**config.mk**
```make
export PLATFORM = sky130hd
export DESIGN_NAME = phy_rx_deserializer
export DESIGN_NICKNAME = d
export VERILOG_FILES = /design/src/rtl/phy_rx_deserializer.sv
export SDC_FILE = /design/constraint.sdc
export NUM_CORES = 1
export LEC_CHECK = 0
export CAP_MARGIN = 5
export CORE_MARGIN = 2
export CORE_UTILIZATION = 40
export CTS_CLUSTER_DIAMETER = 100
export DETAILED_ROUTE_END_ITERATION = 12
export GPL_ROUTABILITY_DRIVEN = 0
export HOLD_SLACK_MARGIN = 0.06
export PLACE_DENSITY_LB_ADDON = 0.1
export SYNTH_ARGS = -nofsm -noshare
export SYNTH_HDL_FRONTEND = slang
export SYNTH_SLANG_ARGS = --single-unit
```
**constraint.sdc**
```tcl
create_clock -name clk_32f -period 5.19 [get_ports clk_32f]
set_input_delay 0.519 -clock clk_32f [delete_from_list [all_inputs] [get_ports clk_32f]]
set_output_delay 0.519 -clock clk_32f [all_outputs]
set_load 0.01 [all_outputs]
```
**src/rtl/phy_rx_deserializer.sv**
```systemverilog
`default_nettype none

// ============================================================================
//  Module   : phy_rx_lane
//  Purpose  : One receive lane of the two-lane serial PHY. Shifts in one bit
//             per clock (MSB first), hunts for the comma byte, confirms byte
//             alignment over several consecutive commas and then, once the
//             link is enabled, pairs data bytes into half-words.
//  Ports    : clk_32f      - bit clock, all logic on the rising edge
//             reset        - synchronous active-high reset
//             din          - serial input bit
//             enable       - link-wide ACTIVE flag (registered, from top)
//             lane_active  - this lane has reached ACTIVE
//             half_done    - a {hi, lo} half-word completes this cycle
//             frame_err    - a pending high byte is cut short by a comma
//             hi_byte      - latched high byte of the half-word
//             lo_byte      - low byte (the byte completing this cycle)
//  Revision : 1.0 - initial release
// ============================================================================
module phy_rx_lane #(
    parameter logic [7:0] COM_BYTE   = 8'hBC,
    parameter int         SYNC_COUNT = 4
) (
    input  logic       clk_32f,
    input  logic       reset,
    input  logic       din,
    input  logic       enable,
    output logic       lane_active,
    output logic       half_done,
    output logic       frame_err,
    output logic [7:0] hi_byte,
    output logic [7:0] lo_byte
);

    localparam logic [1:0] ST_SEARCH = 2'd0;
    localparam logic [1:0] ST_ALIGN  = 2'd1;
    localparam logic [1:0] ST_ACTIVE = 2'd2;

    localparam logic [3:0] C_SYNC = 4'(SYNC_COUNT);

    logic [1:0] r_state;
    logic [1:0] w_state_nxt;

    // Only the seven most recent bits are needed: together with the
    // incoming bit they form the candidate byte.
    logic [6:0] r_sr;
    logic [7:0] w_nxt;
    logic [2:0] r_bitcnt;
    logic [3:0] r_comcnt;
    logic [7:0] r_hi;
    logic       r_pending;

    logic       w_is_com;
    logic       w_boundary;
    logic       w_active_boundary;

    assign w_nxt      = {r_sr, din};
    assign w_is_com   = (w_nxt == COM_BYTE);
    assign w_boundary = (r_bitcnt == 3'd7);

    // ------------------------------------------------------------------
    // State register
    // ------------------------------------------------------------------
    always_ff @(posedge clk_32f) begin
        if (reset) begin
            r_state <= ST_SEARCH;
        end else begin
            r_state <= w_state_nxt;
        end
    end

    // ------------------------------------------------------------------
    // Next-state logic
    // ------------------------------------------------------------------
    always_comb begin
        w_state_nxt = r_state;
        case (r_state)
            ST_SEARCH: begin
                if (w_is_com) begin
                    w_state_nxt = (C_SYNC == 4'd1) ? ST_ACTIVE : ST_ALIGN;
                end
            end
            ST_ALIGN: begin
                if (w_boundary) begin
                    if (!w_is_com) begin
                        w_state_nxt = ST_SEARCH;
                    end else if ((r_comcnt + 4'd1) == C_SYNC) begin
                        w_state_nxt = ST_ACTIVE;
                    end
                end
            end
            ST_ACTIVE: begin
                // No loss-of-sync detection: only reset leaves ACTIVE.
                w_state_nxt = ST_ACTIVE;
            end
            default: begin
                w_state_nxt = ST_SEARCH;
            end
        endcase
    end

    // ------------------------------------------------------------------
    // Output logic
    // ------------------------------------------------------------------
    always_comb begin
        lane_active       = (r_state == ST_ACTIVE);
        // Bytes are only interpreted once the whole link is up.
        w_active_boundary = lane_active && enable && w_boundary;
        half_done         = w_active_boundary && !w_is_com && r_pending;
        frame_err         = w_active_boundary &&  w_is_com && r_pending;
        hi_byte           = r_hi;
        lo_byte           = w_nxt;
    end

    // ------------------------------------------------------------------
    // Shifter, bit/comma counters and half-word latch
    // ------------------------------------------------------------------
    always_ff @(posedge clk_32f) begin
        if (reset) begin
            r_sr      <= '0;
            r_bitcnt  <= '0;
            r_comcnt  <= '0;
            r_hi      <= '0;
            r_pending <= 1'b0;
        end else begin
            r_sr     <= w_nxt[6:0];
            r_bitcnt <= r_bitcnt + 3'd1;
            case (r_state)
                ST_SEARCH: begin
                    if (w_is_com) begin
                        // The comma just completed, so the next bit starts
                        // a fresh byte.
                        r_bitcnt <= 3'd0;
                        r_comcnt <= 4'd1;
                    end
                end
                ST_ALIGN: begin
                    if (w_boundary) begin
                        r_comcnt <= w_is_com ? (r_comcnt + 4'd1) : 4'd0;
                    end
                end
                ST_ACTIVE: begin
                    if (w_active_boundary) begin
                        if (w_is_com) begin
                            r_pending <= 1'b0;
                        end else if (!r_pending) begin
                            r_hi      <= w_nxt;
                            r_pending <= 1'b1;
                        end else begin
                            r_pending <= 1'b0;
                        end
                    end
                end
                default: begin
                    r_comcnt <= '0;
                end
            endcase
        end
    end

endmodule

// ============================================================================
//  Module   : phy_rx_deserializer
//  Purpose  : Receive side of the two-lane serial PHY. Aligns both lanes on
//             the comma byte, declares the link active and reassembles 32-bit
//             words. Lane 0 carries word[31:24] then word[15:8]; lane 1
//             carries word[23:16] then word[7:0].
//  Ports    : clk_32f    - bit clock, all logic on the rising edge
//             reset      - synchronous active-high reset
//             data_in0   - serial lane 0
//             data_in1   - serial lane 1
//             data_out   - reassembled word, valid while valid_out=1
//             valid_out  - one-cycle strobe per received word
//             active_out - both lanes ACTIVE
//             err_out    - one-cycle strobe on framing or skew error
//  Revision : 1.0 - initial release
// ============================================================================
module phy_rx_deserializer #(
    parameter logic [7:0] COM_BYTE   = 8'hBC,
    parameter int         SYNC_COUNT = 4
) (
    input  logic        clk_32f,
    input  logic        reset,
    input  logic        data_in0,
    input  logic        data_in1,
    output logic [31:0] data_out,
    output logic        valid_out,
    output logic        active_out,
    output logic        err_out
);

    logic       w_act0, w_act1;
    logic       w_hd0,  w_hd1;
    logic       w_fe0,  w_fe1;
    logic [7:0] w_hi0,  w_hi1;
    logic [7:0] w_lo0,  w_lo1;
    logic       w_word;
    logic       w_skew;

    phy_rx_lane #(
        .COM_BYTE   (COM_BYTE),
        .SYNC_COUNT (SYNC_COUNT)
    ) u_lane0 (
        .clk_32f     (clk_32f),
        .reset       (reset),
        .din         (data_in0),
        .enable      (active_out),
        .lane_active (w_act0),
        .half_done   (w_hd0),
        .frame_err   (w_fe0),
        .hi_byte     (w_hi0),
        .lo_byte     (w_lo0)
    );

    phy_rx_lane #(
        .COM_BYTE   (COM_BYTE),
        .SYNC_COUNT (SYNC_COUNT)
    ) u_lane1 (
        .clk_32f     (clk_32f),
        .reset       (reset),
        .din         (data_in1),
        .enable      (active_out),
        .lane_active (w_act1),
        .half_done   (w_hd1),
        .frame_err   (w_fe1),
        .hi_byte     (w_hi1),
        .lo_byte     (w_lo1)
    );

    // A word is only good when both lanes finish their half-words on the
    // same boundary; a lone half-word means the lanes are skewed.
    assign w_word = w_hd0 & w_hd1;
    assign w_skew = w_hd0 ^ w_hd1;

    always_ff @(posedge clk_32f) begin
        if (reset) begin
            data_out   <= '0;
            valid_out  <= 1'b0;
            active_out <= 1'b0;
            err_out    <= 1'b0;
        end else begin
            active_out <= w_act0 & w_act1;
            valid_out  <= w_word;
            // Framing and skew in the same cycle merge into one pulse.
            err_out    <= w_fe0 | w_fe1 | w_skew;
            if (w_word) begin
                data_out <= {w_hi0, w_hi1, w_lo0, w_lo1};
            end
        end
    end

endmodule

`default_nettype wire

```
==> run_results.csv, run 1 <==
group,metric,value,unit
status,run_status,"completed",
cells_and_area,final_cell_mix,"dfxtp_1, nor2_1, mux2i_1",
timing,max_freq,0.372,GHz
cells_and_area,post-route-cell-area,0.00395,sq mm
synthesis,synth_top_area_cell,"dfxtp_1",
global_routing,grt_pass1_wl,10000,microns
critical_path,cp-end-kind,"flop",
timing,period_share,0.517,
synthesis,synthCells,322,
clock_tree,cts_setup_buffers,0,
timing,tightest_slew,1.04,ns
placement,portBuffers,38,
critical_path,arrival,2.90,ns
global_routing,antenna_found_initial,0,
global_routing,grt_pass1_vias,2062,
drt,vias,2226,
drt,drt-pass1-iter-count,4,
timing,fin_skew,0.00448,ns
timing,hold_violations,0,
placement,placed_cell_area,0.00375,sq mm
clock_tree,cts.clk_slew.worst_paths,0.08,ns
clock_tree,cts_repair_resize_count,0,
timing,max_slew_margin,0.310,
timing,postLayoutSetupSlackWorst,2.50,ns
global_routing,grt_util_all_layers,0.145,
critical_path,worstPathRequired,5.40,ns
critical_path,crit_path_start_kind,"input port",
critical_path,critPathKind,"in -> reg",
drt,vias_per_cell,4.77,
floorplan,die_y,94.8,microns
drt,drc,0,
power_and_ir_drop,leakage,1.47,nW
power_and_ir_drop,power,1.17,mW
power_and_ir_drop,combPwrFrac,0.019,
floorplan,rows,33,
power_and_ir_drop,switching_share,0.226,
cells_and_area,syn_to_final_growth,19.9,%
floorplan,core,0.00809,sq mm
clock_tree,insertion_delay,0.35,ns
placement,pre_cts_ws,2.09,ns
power_and_ir_drop,powerDensity,296,mW/mm^2
power_and_ir_drop,intPower,0.906,mW
global_routing,grt_max_degree,78,
power_and_ir_drop,ir_drop,0.000145,V
clock_tree,htree_levels,3,
clock_tree,cts_inserted_buffers,9,
clock_tree,clockBufferDepth,2,
worst_hold_path,hold_path.class,"reg -> reg",
floorplan,die_w,94.8,microns
floorplan,io_pins,39,
timing,min_period,2.69,ns
placement,placedCellCount,451,
global_routing,gr-total-overflow,0,
cells_and_area,layout-drive-gt1-share,0.0718,
floorplan,die_area,0.00899,sq mm
synthesis,synth_area,0.00330,sq mm
power_and_ir_drop,clock_power_share,0.415,
cells_and_area,nets,370,
synthesis,yosysUniqueCellTypes,41,
power_and_ir_drop,p_switching,0.264,mW
drt,wl_per_cell,12.8,microns
synthesis,netlist.area_leader.share,0.516,
timing,setup_viol,0,
clock_tree,root_buffer,"clkbuf_8",
synthesis,synth.avg_cell_area,10.2,sq um
placement,hpwl,3830,microns
clock_tree,postCtsHoldBufs,0,
clock_tree,cts_tree,"done",
synthesis,yosys_register_bits,85,
cells_and_area,stdcell_count,467,
synthesis,synthTopCellsByArea,"dfxtp_1, mux2i_1, nor2_1",
drt,drtIter0Drc,71,
synthesis,synth-seq-area-share,0.516,
cells_and_area,antenna_cells,0,
cells_and_area,final_common_cell,"dfxtp_1",
timing,drv_slew,0,
synthesis,syn-num-nets,335,
timing,hold_ws,0.424,ns
drt,drt-total-wl,5970,microns
drt,antenna_left,0,
critical_path,crit_fanout,33,
timing,setup_tns,0,ns
synthesis,yosysWarnings,0,
floorplan,initial_core_util,0.408,
run,max_cap_violations,0,
timing,rsz0062_at_grt,"false",
power_and_ir_drop,power_frac_seq,0.566,
clock_tree,clock_sinks,85,
cells_and_area,final_util,0.489,
## path summary, 6_finish.rpt
| check | depth (start not counted) | end | startpoint | slack [ns] |
|---|---|---|---|---|
| worst min-delay path | 1 | u_lane0.r_bitcnt[0] | u_lane0.r_bitcnt[0] | 0.42 |
| worst max-delay path | 7 | data_out[17] | data_in0 | 2.50 |
| worst max register to register | 9 | data_out[17] | u_lane1.r_bitcnt[0] | 2.57 |
| worst min register to register | 1 | u_lane0.r_bitcnt[0] | u_lane0.r_bitcnt[0] | 0.42 |
## Yosys cell counts
library cell,number
nand4b_4,2
dfxtp_1,85
a211o_1,1
a211oi_1,1
clkbuf_2,1
nor2_1,60
xnor2_1,1
nand2_1,8
o31ai_1,1
buf_1,1
o21a_1,2
o32ai_1,2
a31oi_1,4
nand4b_1,1
and2_0,1
nor2b_1,18
nand3_1,5
a211oi_4,2
a21oi_1,12
buf_6,1
or3_1,3
o211ai_1,1
nor3b_1,1
and4b_1,2
and4bb_4,1
nand4bb_1,1
clkbuf_1,9
nor3_1,6
inv_1,6
mux2_2,1
mux2i_1,47
and4bb_2,1
a21boi_0,1
nand2b_1,4
o21ai_0,6
buf_2,3
xor2_1,4
nand4_1,2
ha_1,9
and3_1,1
and2_1,4
## power by group through the flow
stage          logic [mW]  registers, mW  clock network [mW]
2_1_floorplan      0.0163          0.676                   0
3_3_place_gp       0.0228          0.677                   0
3_5_place_dp       0.0225          0.677                   0
4_1_cts            0.0227          0.662               0.505
5_1_grt            0.0258          0.663               0.527
6_report           0.0223          0.662               0.486
## flip-flops by register name, summed over array words and instances (netlist names)
signal             count
active_out             1
data_out              32
err_out                1
u_lane0.hi_byte        8
u_lane0.r_bitcnt       3
u_lane0.r_comcnt       4
u_lane0.r_pending      1
u_lane0.r_sr           7
u_lane0.r_state        2
u_lane1.hi_byte        8
u_lane1.r_bitcnt       3
u_lane1.r_comcnt       4
u_lane1.r_pending      1
u_lane1.r_sr           7
u_lane1.r_state        2
valid_out              1
## final cells by class
type,instances,area (sq um)
sequential,85,1700
multi-input combinational,216,1510
clock buffer,10,138
timing repair buffer,39,383
fill,785,4140
tap,105,131
clock inverter,6,70.1
inverter,6,22.5
## cell families (layout without fill, tap and decap cells)
group | count (synthesis) | after routing | share of synthesized area
xor gates and xnor gates | 5 | 5 | 0.0133
buffers and inverters | 21 | 61 | 0.0277
adders and majority gates | 9 | 9 | 0.0341
muxes | 48 | 48 | 0.146
DFF | 85 | 85 | 0.516
AOI/OAI and AO/OA | 33 | 33 | 0.0687
and+or+nand+nor | 121 | 121 | 0.194
## routing by layer
layer	track usage	share of wire	up-vias
met5	0	0	-
met4	0.0725	0.019	0
met3	0.0343	0.035	10
met2	0.196	0.39	35
met1	0.215	0.55	1017
li1	-	-	1164
## critical path, cell delays in order
cell             delay, ns
clkdlybuf4s50_1       0.52
and4bb_4              0.24
and2_0                0.24
nor2_1                0.14
ha_2                  0.88
mux2i_1               0.29
nor2_1                0.05
Power figures use the tool's default switching activity.
==> run 2: changes to the inputs <==
==> constraint.sdc (replaced) <==
create_clock -name clk_32f -period 2.7 [get_ports clk_32f]
set_input_delay 0.27 -clock clk_32f [delete_from_list [all_inputs] [get_ports clk_32f]]
set_output_delay 0.27 -clock clk_32f [all_outputs]
set_load 0.01 [all_outputs]
==> run 2 against run 1 <==
  * Sequential share of layout area down 0.88 points
  * Via count up 1.7%
  * Count of clock-buffer cells in the layout unchanged
  * Clock skew up 0.0081 ns
  * Cell count up 0.64%
  * Global-route usage down 0.14 points
  * Critical endpoint is now data_out[27]
  * Largest cell class unchanged
  * Largest power group unchanged
==> run_results.csv, run 2 (synthesis gave the netlist of run 1 again) <==
group,metric,value,unit
status,run_status,"completed",
timing,max_freq,0.479,GHz
drt,drc,0,
floorplan,die_y,94.8,microns
critical_path,slowest_stage,"dfxtp_1",
power_and_ir_drop,powerDensity,606,mW/mm^2
global_routing,grt_util_all_layers,0.144,
clock_tree,htree_levels,3,
clock_tree,clock_sinks,85,
clock_tree,postCtsHoldBufs,0,
critical_path,cp-end-kind,"flop",
placement,hpwl,4030,microns
drt,wl_met3,223,microns
global_routing,grt_pass1_wl,10100,microns
power_and_ir_drop,ir_drop,0.000250,V
clock_tree,root_buffer,"clkbuf_8",
timing,rsz0062_at_grt,"false",
critical_path,crit_path_start_kind,"flop",
cells_and_area,stdcell_count,470,
drt,vias_per_cell,4.81,
timing,hold_violations,0,
global_routing,grt_pass1_vias,2078,
critical_path,worst_path_largest_cell_delay,0.34,ns
drt,met1_length,3300,microns
clock_tree,insertion_delay,0.35,ns
critical_path,crit_fanout,10,
power_and_ir_drop,leakage,1.51,nW
critical_path,worstPathRequired,2.93,ns
placement,portBuffers,38,
global_routing,gr-total-overflow,0,
critical_path,worst-path-buf-inv,2,
cells_and_area,largest-register,"data_out",
placement,placedCellCount,454,
run,max_cap_violations,0,
global_routing,grt_max_degree,46,
cells_and_area,antenna_cells,0,
timing,setup_tns,0,ns
drt,drtIter0Drc,94,
clock_tree,cts_repair_resize_count,0,
timing,min_period,2.09,ns
cells_and_area,nets,373,
cells_and_area,largest_reg_flops,32,
floorplan,die_area,0.00899,sq mm
global_routing,antenna_found_initial,0,
clock_tree,cts_inserted_buffers,9,
timing,tightest_slew,0.644,ns
worst_hold_path,hold_path.class,"in -> reg",
critical_path,critPathKind,"reg -> reg",
critical_path,arrival,2.32,ns
drt,top_layer,"met4",
clock_tree,cts_setup_buffers,0,
timing,setup_viol,0,
drt,drt-pass1-iter-count,4,
floorplan,io_pins,39,
critical_path,crit_chain,"ha_1, ha_1, nand4b_4, inv_1, nand2_1, nor2_1, ha_2, buf_4, mux2i_1, nor2_1",
clock_tree,cts_tree,"done",
cells_and_area,syn_to_final_growth,22.4,%
floorplan,core,0.00809,sq mm
cells_and_area,final_cell_mix,"dfxtp_1, nor2_1, mux2i_1",
cells_and_area,final_common_cell,"dfxtp_1",
critical_path,reg2reg_slack,0.61,ns
timing,period_share,0.773,
floorplan,rows,33,
drt,wl_per_cell,13.0,microns
drt,antenna_left,0,
timing,max_slew_margin,0.569,
drt,vias,2263,
timing,fin_skew,0.0125,ns
floorplan,initial_core_util,0.408,
floorplan,die_w,94.8,microns
cells_and_area,nFillCells,767,
critical_path,cp_top_family,"adder cells",
cells_and_area,layout-drive-gt1-share,0.0795,
clock_tree,cts.clk_slew.worst_paths,0.09,ns
clock_tree,clockBufferDepth,2,
timing,drv_slew,0,
drt,drt-total-wl,6110,microns
drt,wl_met2,2510,microns
-- run 2: changes by cell type in the layout (fill, tap and decap cells not counted), sizes merged --
cell / previous run / this run
buf: 2 / 5
clkinvlp: 2 / 1
bufinv: 1 / 3
clkinv: 1 / 0
-- run 2: worst min-delay path: stages --
cell	delay (ns)
buf_2	0.10
buf_4	0.23
nor2_1	0.12
-- run 2: layout make-up --
type	instances	area (sq um)	share of cell area
Sequential cell	85	1700	0.422
Clock buffer	10	138	0.0341
Tap cell	105	131	0.0325
Clock inverter	6	118	0.0291
Inverter	6	22.5	0.00558
Multi-Input combinational cell	216	1510	0.374
Timing Repair Buffer	42	418	0.104
-- run 2: metrics by stage --
| step | hold WS, ns | instance area [sq um] | setup slack [ns] | utilization | total power [mW] |
|---|---|---|---|---|---|
| 2_1_floorplan | 0.398 | 3300 | 0.573 | - | 1.33 |
| 3_3_place_gp | 0.415 | 3780 | 0.450 | 0.467 | 1.35 |
| 5_1_grt | 0.420 | 4040 | 0.390 | 0.499 | 2.54 |
| 4_1_cts | 0.401 | 4040 | 0.578 | 0.499 | 2.47 |
| 3_5_place_dp | 0.413 | 3780 | 0.409 | 0.467 | 1.35 |
| 6_report | 0.418 | 4040 | 0.613 | 0.499 | 2.45 |
-- run 2: power by group --
part	switching (mW)	internal (mW)
Clock	0.479	0.650
Sequential	0.00785	1.26
Combinational	0.0276	0.0167
Total	0.514	1.93
-- run 2: path summary, 6_finish.rpt --
kind                       start                   to  cells past startpoint
max reg2reg  u_lane0.r_bitcnt[0]         data_out[27]                     10
min                        reset   u_lane0.hi_byte[6]                      3
min reg2reg  u_lane0.r_bitcnt[0]  u_lane0.r_bitcnt[0]                      1
max          u_lane0.r_bitcnt[0]         data_out[27]                     10
-- run 2: routing by layer --
layer | up-vias | track usage
met5 | - | 0
met4 | 0 | 0.0568
met3 | 7 | 0.0391
met2 | 35 | 0.191
met1 | 1049 | 0.217
li1 | 1172 | -
==> run 3: changes to the inputs <==
==> constraint.sdc (replaced) <==
create_clock -name clk_32f -period 2.2 [get_ports clk_32f]
set_input_delay 0.22 -clock clk_32f [delete_from_list [all_inputs] [get_ports clk_32f]]
set_output_delay 0.22 -clock clk_32f [all_outputs]
set_load 0.01 [all_outputs]
==> run 3 against run 2 <==
  * Routed wire length down 0.75%
  * Largest power group unchanged
  * Cell count up 1.5%
  * Critical endpoint is now data_out[12]
  * Non-clock buffer count up 7
  * Critical path type unchanged
==> run_results.csv, run 3 (synthesis gave the netlist of run 1 again) <==
group,metric,value,unit
status,run_status,"completed",
cells_and_area,post-route-cell-area,0.00405,sq mm
global_routing,grt_util_all_layers,0.149,
clock_tree,postCtsHoldBufs,0,
critical_path,cpMostUsedCell,"ha_2",
timing,setup_tns,0,ns
cells_and_area,final_cell_mix,"dfxtp_1, nor2_1, mux2i_1",
drt,wl_per_cell,12.7,microns
drt,met1_length,3290,microns
power_and_ir_drop,switching_share,0.234,
cells_and_area,antenna_cells,0,
critical_path,crit_path_start_kind,"flop",
drt,drt-total-wl,6060,microns
critical_path,critPathKind,"reg -> reg",
floorplan,die_area,0.00899,sq mm
timing,drv_slew,0,
critical_path,rr_worst_depth,10,
floorplan,rows,33,
clock_tree,root_buffer,"clkbuf_8",
power_and_ir_drop,powerDensity,641,mW/mm^2
worst_hold_path,hold_path.class,"in -> reg",
critical_path,worstPathRequired,2.43,ns
power_and_ir_drop,power_frac_seq,0.601,
timing,fin_skew,0.0148,ns
clock_tree,cts.clk_slew.worst_paths,0.09,ns
floorplan,core,0.00809,sq mm
clock_tree,insertion_delay,0.35,ns
critical_path,slowest_stage,"dfxtp_1",
drt,top_layer,"met4",
critical_path,crit_cells,10,
placement,hpwl,4010,microns
floorplan,die_y,94.8,microns
cells_and_area,final_common_cell,"dfxtp_1",
timing,period_share,0.907,
drt,drt-pass1-iter-count,4,
timing,tightest_slew,0.471,ns
drt,drtIter0Drc,113,
critical_path,arrival,2.22,ns
clock_tree,htree_levels,3,
floorplan,initial_core_util,0.408,
clock_tree,cts_setup_buffers,0,
critical_path,cp_top_family,"adder cells",
critical_path,cp-end-kind,"flop",
cells_and_area,largest_reg_flops,32,
timing,setup_viol,0,
placement,placed_cell_area,0.00387,sq mm
cells_and_area,largest-register,"data_out",
power_and_ir_drop,p_switching,0.608,mW
power_and_ir_drop,clock_power_share,0.377,
cells_and_area,syn_to_final_growth,22.8,%
global_routing,gr-total-overflow,0,
power_and_ir_drop,leakage,1.50,nW
clock_tree,cts_inserted_buffers,9,
critical_path,crit_fanout,11,
cells_and_area,nFillCells,788,
power_and_ir_drop,power,2.60,mW
critical_path,worst-path-buf-inv,2,
cells_and_area,nets,380,
critical_path,crit_chain,"ha_1, ha_2, nand4b_4, inv_1, nand2_1, nor2_2, ha_2, buf_4, mux2i_1, nor2_1",
drt,drc,0,
worst_hold_path,worstHoldPathCells,2,
global_routing,grt_max_degree,70,
global_routing,grt_pass1_wl,10600,microns
drt,vias_per_cell,4.88,
floorplan,io_pins,39,
drt,vias,2326,
global_routing,antenna_found_initial,0,
timing,max_slew_margin,0.685,
cells_and_area,layout-drive-gt1-share,0.102,
drt,wl_met2,2460,microns
power_and_ir_drop,intPower,1.99,mW
global_routing,grt_pass1_vias,2135,
power_and_ir_drop,combPwrFrac,0.022,
clock_tree,clockBufferDepth,2,
timing,hold_violations,0,
drt,wl_met3,209,microns
drt,antenna_left,0,
timing,max_freq,0.501,GHz
run,max_cap_violations,0,
critical_path,worst_path_largest_cell_delay,0.35,ns
floorplan,die_w,94.8,microns
placement,portBuffers,38,
timing,rsz0062_at_grt,"false",
clock_tree,cts_tree,"done",
placement,pre_cts_ws,0.108,ns
power_and_ir_drop,ir_drop,0.000413,V
clock_tree,clock_sinks,85,
timing,min_period,1.99,ns
timing,postLayoutSetupSlackWorst,0.205,ns
==> run 3: cell count changes in the layout (fill, tap and decap cells not counted), sizes merged <==
cell	previous run	this run
clkinv	0	1
buf	5	12
clkinvlp	1	3
bufinv	3	0
==> run 3: power groups by stage <==
stage / Combinational [mW] / Sequential, mW / Clock (mW)
2_1_floorplan: 0.0385 / 1.59 / 0
3_3_place_gp: 0.0570 / 1.60 / 0
3_5_place_dp: 0.0566 / 1.60 / 0
4_1_cts: 0.0571 / 1.56 / 1.01
5_1_grt: 0.0647 / 1.56 / 1.08
6_report: 0.0569 / 1.56 / 0.980
==> run 3: layout make-up <==
class / instances / area [sq um] / share of cell area
clock buffer: 10 / 128 / 0.0315
sequential: 85 / 1700 / 0.420
tap: 105 / 131 / 0.0324
timing repair buffer: 49 / 508 / 0.125
clock inverter: 6 / 45.0 / 0.0111
multi-input combinational: 216 / 1520 / 0.374
inverter: 6 / 22.5 / 0.00556
==> run 3: routing by layer <==
metal  vias to the layer above  track usage
met2                        33        0.201
met1                      1090        0.227
met4                         0       0.0628
li1                       1192            -
met3                        11       0.0311
met5                         -            0
==> run 3: what timing repair did <==
action                                  in CTS  in global routing
endpoints found under the setup margin       0                 30
hold endpoints to repair                     0                  0
resized for setup                            0                  3
==> run 3: metrics by stage <==
stage	cells	hold slack (ns)	utilization
finish	477	0.200	0.501
global route	477	0.196	0.501
CTS	477	0.192	0.500
detailed placement	461	0.419	0.478
global placement	461	0.409	0.478
floorplan	322	0.348	-
==> run 3: path summary, 6_finish.rpt <==
path                            start             endpoint  slack, ns
hold / removal                  reset         data_out[18]       0.20
setup / recovery  u_lane1.r_bitcnt[0]         data_out[12]       0.21
setup reg to reg  u_lane1.r_bitcnt[0]         data_out[12]       0.21
hold reg to reg   u_lane0.r_bitcnt[0]  u_lane0.r_bitcnt[0]       0.42
